===== config.mk =====
export PLATFORM = sky130hd
export DESIGN_NAME = dm_responder_flat
export DESIGN_NICKNAME = d
export VERILOG_FILES = /design/src/rtl/dm_responder_if.sv /design/src/rtl/dm_responder.sv /design/src/flat_wrapper.sv
export SDC_FILE = /design/constraint.sdc
export NUM_CORES = 2
export LEC_CHECK = 0
export CELL_PAD_IN_SITES_DETAIL_PLACEMENT = 1
export CELL_PAD_IN_SITES_GLOBAL_PLACEMENT = 1
export CORE_MARGIN = 1.5
export CORE_UTILIZATION = 45
export CTS_BUF_LIST = sky130_fd_sc_hd__clkbuf_4 sky130_fd_sc_hd__clkbuf_8 sky130_fd_sc_hd__clkbuf_16
export CTS_CLUSTER_SIZE = 10
export DETAILED_ROUTE_END_ITERATION = 10
export PLACE_DENSITY = 0.67
export RECOVER_POWER = 100
export SLEW_MARGIN = 30
export SYNTH_ARGS = -nofsm -noshare
export SYNTH_HDL_FRONTEND = slang
export SYNTH_SLANG_ARGS = --single-unit

===== constraint.sdc =====
create_clock -name clk -period 4 [get_ports clk]
set_input_delay 0.8 -clock clk [delete_from_list [all_inputs] [get_ports clk]]
set_output_delay 0.8 -clock clk [all_outputs]
set_load 0.005 [all_outputs]

===== src/rtl/dm_responder_if.sv =====
// dm_responder_if: CPU data-memory request/response bundle.
interface dm_responder_if;
    logic [15:0] addr;
    logic [15:0] wrt_data;
    logic [15:0] rd_data;
    logic [15:0] acc_cnt;
    logic        re;
    logic        we;
    logic        rd_vld;
    logic        stall;
    modport master (output addr, re, we, wrt_data, input rd_data, rd_vld, stall, acc_cnt);
    modport slave  (input addr, re, we, wrt_data, output rd_data, rd_vld, stall, acc_cnt);
endinterface


===== src/rtl/dm_responder.sv =====
// dm_responder: fixed-latency data memory that stalls the CPU until each access completes.
module dm_responder #(
    parameter int ADDR_W  = 8,
    parameter int LATENCY = 4
) (
    input logic           clk,
    input logic           rst,
    dm_responder_if.slave bus
);
    typedef enum logic [1:0] {IDLE, WAIT, DONE} state_t;
    state_t              state_q, state_d;
    logic [3:0]          cnt_q, cnt_d;
    logic [ADDR_W-1:0]   addr_q, addr_d;
    logic [15:0]         data_q, data_d;
    logic [15:0]         rd_data_q, rd_data_d;
    logic [15:0]         acc_cnt_q, acc_cnt_d;
    logic                wr_q, wr_d;
    logic                req, capture, fire;
    logic [15:0]         mem [2**ADDR_W];
    logic                unused_addr;
    assign unused_addr = ^bus.addr[15:ADDR_W];
    assign req     = bus.re | bus.we;
    assign capture = state_q == IDLE && req;
    assign fire    = state_q == WAIT && cnt_q == 4'd1;
    always_ff @(posedge clk or posedge rst) begin
        if (rst) begin
            state_q   <= IDLE;
            cnt_q     <= '0;
            addr_q    <= '0;
            data_q    <= '0;
            wr_q      <= 1'b0;
            rd_data_q <= '0;
            acc_cnt_q <= '0;
        end else begin
            state_q   <= state_d;
            cnt_q     <= cnt_d;
            addr_q    <= addr_d;
            data_q    <= data_d;
            wr_q      <= wr_d;
            rd_data_q <= rd_data_d;
            acc_cnt_q <= acc_cnt_d;
        end
    end
    // Array has no reset; a write only commits on the last WAIT cycle.
    always_ff @(posedge clk) begin
        if (fire && wr_q) mem[addr_q] <= data_q;
    end
    always_comb begin
        state_d = state_q == IDLE ? (req ? WAIT : IDLE) :
                  state_q == WAIT ? (cnt_q == 4'd1 ? DONE : WAIT) : IDLE;
    end
    always_comb begin
        cnt_d     = capture ? 4'(LATENCY) : state_q == WAIT ? cnt_q - 4'd1 : cnt_q;
        addr_d    = capture ? bus.addr[ADDR_W-1:0] : addr_q;
        data_d    = capture ? bus.wrt_data : data_q;
        wr_d      = capture ? bus.we : wr_q;
        rd_data_d = (fire && !wr_q) ? mem[addr_q] : rd_data_q;
        acc_cnt_d = fire ? acc_cnt_q + 16'd1 : acc_cnt_q;
    end
    always_comb begin
        bus.stall   = !rst && (state_q == WAIT || capture);
        bus.rd_vld  = state_q == DONE && !wr_q;
        bus.rd_data = rd_data_q;
        bus.acc_cnt = acc_cnt_q;
    end
endmodule


===== src/flat_wrapper.sv =====
// flat-port wrapper written by rule: the top's interface ports become plain ports
module dm_responder_flat 
#(
    parameter int ADDR_W  = 8,
    parameter int LATENCY = 4
)
  (clk, rst, bus_addr, bus_re, bus_we, bus_wrt_data, bus_rd_data, bus_rd_vld, bus_stall, bus_acc_cnt);
  dm_responder_if bus_i ();
  input logic clk;
  input logic rst;
  input wire logic [$bits(bus_i.addr)-1:0] bus_addr;
  input wire logic [$bits(bus_i.re)-1:0] bus_re;
  input wire logic [$bits(bus_i.we)-1:0] bus_we;
  input wire logic [$bits(bus_i.wrt_data)-1:0] bus_wrt_data;
  output wire logic [$bits(bus_i.rd_data)-1:0] bus_rd_data;
  output wire logic [$bits(bus_i.rd_vld)-1:0] bus_rd_vld;
  output wire logic [$bits(bus_i.stall)-1:0] bus_stall;
  output wire logic [$bits(bus_i.acc_cnt)-1:0] bus_acc_cnt;
  assign bus_i.addr = bus_addr;
  assign bus_i.re = bus_re;
  assign bus_i.we = bus_we;
  assign bus_i.wrt_data = bus_wrt_data;
  assign bus_rd_data = bus_i.rd_data;
  assign bus_rd_vld = bus_i.rd_vld;
  assign bus_stall = bus_i.stall;
  assign bus_acc_cnt = bus_i.acc_cnt;
  dm_responder #(.ADDR_W(ADDR_W), .LATENCY(LATENCY)) u_core (.clk(clk), .rst(rst), .bus(bus_i));
endmodule

==> summary.md <==
| Metric | Value |
|---|---|
| Status | complete, but fails checks |
| Failing checks | max-capacitance violations, max-slew violations |
| Critical path required time | 4570 ps |
| FFs w/ async S/R, synth | 1.51% |
| VDD IR max | 0.765 mV |
| Vias in the first global route | 83.0k |
| RSZ-0062 raised after global routing | no |
| Slew HR | -136% |
| Die W | 600 um |
| Inst Count DP | 12.3k |
| Cells after Synth | 7245 |
| Leak | 0.0584 uW |
| Netlist cell types | 76 |
| Clock-pin slew on the worst setup and hold paths | 60 ps |
| CTS sink cnt | 4159 |
| Seq cells post-synth | 4159 |
| Die height | 600 um |
| Synth Flop Type | edfxtp_1 |
| Hold Violations, Final | 0 |
| Worst Clk Skew | 70.8 ps |
| Skew-Pair Late Insertion Delay | 990 ps |
| # DRC | 0 |
| GRT overflow | 0 |
| Mean Syn Cell Area | 22.1 um2 |
| Layout cells sized above 1 | 29.7% |
| Highest-delay cell along the critical path | buf_2 |
| Setup WS post-layout | 26.7 ps |
| Setup violations, final | 0 |
| Pre-antenna DRT Iters | 6 |
| PD cells | 753 nW/um2 |
| Crit. End Element | flip-flop |
| Drt initial violations | 9712 |
| HPWL reported at the end of detailed placement | 285000 um |
| Routed WL | 457000 um |
| Crit path time final | 3970 ps |
| Non-filler cells in the finished layout | 13.0k |
| Multi-input gate area | 33300 um2 |
| Reg area | 125000 um2 |
| Rows | 218 |
| Routed via count | 80.6k |
| CP arrival | 4550 ps |
| Fmax achieved | 0.252 GHz |
| Worst slew pin tran | 3540 ps |
| Largest net degree at the start of global routing | 161 |
| Boundary Pins | 70 |
| Hold crit path type | in2reg |
| Nets | 8097 |
| Synth Net Count | 7284 |
| Max-cap viol count | 29 |
| Top delay family on crit path | simple AND/OR/NAND/NOR gates |
| WP buf/inv | 4 |
| Die area | 360000 um2 |
| Sum of negative setup slack | 0 ps |
| Synth warn | 0 |
| Initial Util | 45.3% |
| IO Port Bufs | 61 |
| Wire per inst | 35.1 um |
| First-pass GRT wire length | 642000 um |
| H-Tree Depth | 5 |
| P&R area growth vs syn | 14.5% |
| EDFF count, synth | 4096 |
| Core Area | 353000 um2 |
| Worst path most repeated cell | nor2_1 |
| Cell Area, Synth | 160000 um2 |
| Vias per cell | 6.20 |
| Crit path kind | reg2reg |
| Cells along the critical path | inv_1 > ha_1 > or3b_2 > nor2_1 > nand2_1 > nor3_1 > buf_4 > nand2_2 > buf_2 > nor2_1 > clkbuf_2 |
| Fill cells | 30.9k |
| Maximum clock path buffer count | 4 |
| CTS tree | done |
| Fin Hold WS | 424 ps |
| Slew Viols, Final | 2117 |
| Antenna viol nets, final | 0 |
| Initial antenna violation count | 22 |
| Root buffer cell | clkbuf_16 |
| Fin crit share | 99.3% |
| Sequential area share after synthesis | 77.8% |
| Max Fanout on Critical Path | 16 |
| Place WS | -56.6 ps |
| Final design utilization | 51.9% |
| Crit-path max cell delay | 570 ps |
| Num CTS Buffers | 460 |
| Tot GR Track Use | 25.3% |
| Routability cong. | 0.879 |
| Startpoint Class | flip-flop |
## cells by family (layout without fill, tap and decap cells)
group / count (synthesis) / after routing / share of synthesized area, %
AO/OA/AOI/OAI: 557 / 557 / 2.37
XOR/XNOR: 15 / 15 / 0.0820
adder cells (fa/ha/maj): 3 / 3 / 0.0234
buffers and inverters: 426 / 1446 / 1.59
flip-flops: 4159 / 4159 / 77.8
multiplexers: 1362 / 1362 / 16.2
other: 0 / 18 / 0
AND/OR/NAND/NOR: 723 / 723 / 1.96
## metrics by stage
step	power, uW	area, um2
after global routing	142000	183000
after detailed placement	100000	171000
after global placement	98900	171000
final	138000	184000
after CTS	139000	185000
after floorplan	82000	160000
## path summary, 6_finish.rpt
kind,from,end,slack [ps],cells past startpoint
min in group asynchronous,rst,u_core.wr_q,1240,2
max,u_core.cnt_q[1],u_core.mem[140][3],30,11
min reg2reg,u_core.bus.acc_cnt[15],u_core.bus.acc_cnt[15],470,1
min,bus_wrt_data[0],u_core.data_q[0],420,2
max reg2reg,u_core.cnt_q[1],u_core.mem[140][3],30,11
max in group asynchronous,rst,u_core.addr_q[1],860,2
## what timing repair did
action / in CTS / in global routing
setup buffers: 0 / 4
gates cloned: 0 / 0
resized for setup: 2 / 2
setup endpoints to repair: 2 / 7
endpoints found under the hold margin: 0 / 0
hold buffers: 0 / 0
## layout make-up
cell class	count	area share (%)
well taps	4730	3.22
inverters	8	0.0252
flip-flops and latches	4159	67.9
diodes	18	0.0245
repair buffers	769	3.35
clock inverters	39	0.314
multi-input cells	2660	18.2
clock buffers	630	7.00
## flip-flops by register name, summed over array words and instances, names as in the netlist
| register | count |
|---|---|
| u_core.addr_q | 8 |
| u_core.wr_q | 1 |
| u_core.mem | 4096 |
| u_core.bus.rd_data | 16 |
| u_core.state_q | 2 |
| u_core.bus.acc_cnt | 16 |
| u_core.data_q | 16 |
| u_core.cnt_q | 4 |
## cell usage after synthesis (50+ instances only)
| library cell | n | area share, % |
|---|---|---|
| mux2i_1 | 311 | 1.9 |
| mux4_2 | 976 | 14 |
| dfrtp_1 | 63 | 0.98 |
| a22oi_1 | 104 | 0.49 |
| buf_4 | 121 | 0.57 |
| edfxtp_1 | 4096 | 77 |
| clkbuf_1 | 119 | 0.28 |
| nor2_1 | 315 | 0.74 |
| nand2_1 | 233 | 0.55 |
| o21ai_0 | 80 | 0.25 |
| mux2_2 | 72 | 0.51 |
| o22ai_1 | 50 | 0.20 |
| a21oi_1 | 118 | 0.37 |
| a32oi_1 | 61 | 0.33 |
| buf_2 | 119 | 0.37 |
## metal layers
layer	GRT usage [%]	routed length, um	share of wire, %
met1	34.9	180000	39
met2	40.7	220000	48
met3	4.62	38200	8.4
met4	9.04	17900	3.9
met5	0	280	0.061
## where the power goes
group	switching, uW	internal (uW)	total [uW]	leakage [uW]
Clock	16400	22200	38600	0.00674
Sequential	2040	55200	57200	0.0377
Combinational	27000	15300	42300	0.0140
Total	45500	92700	138000	0.0584
## cell usage in the layout (no fill, tap or decap), types with 17 or more instances in the layout
cell type	count
diode_2	18
nand3_1	38
mux2_2	69
a31oi_1	23
dfrtp_1	54
clkbuf_1	57
nor2_2	41
a32oi_1	61
nor2_1	271
nor3_1	31
clkdlybuf4s50_1	25
a21oi_1	117
o22ai_1	50
dlygate4sd3_1	36
o21ai_0	80
buf_4	274
mux4_2	976
mux2i_1	310
clkbuf_2	185
edfxtp_1	4096
a221oi_1	22
a22oi_1	104
nand2_1	223
buf_12	78
clkbuf_4	232
buf_2	43
nor2b_1	18
o22a_1	17
clkbuf_16	463
Power figures use the tool's default switching activity.
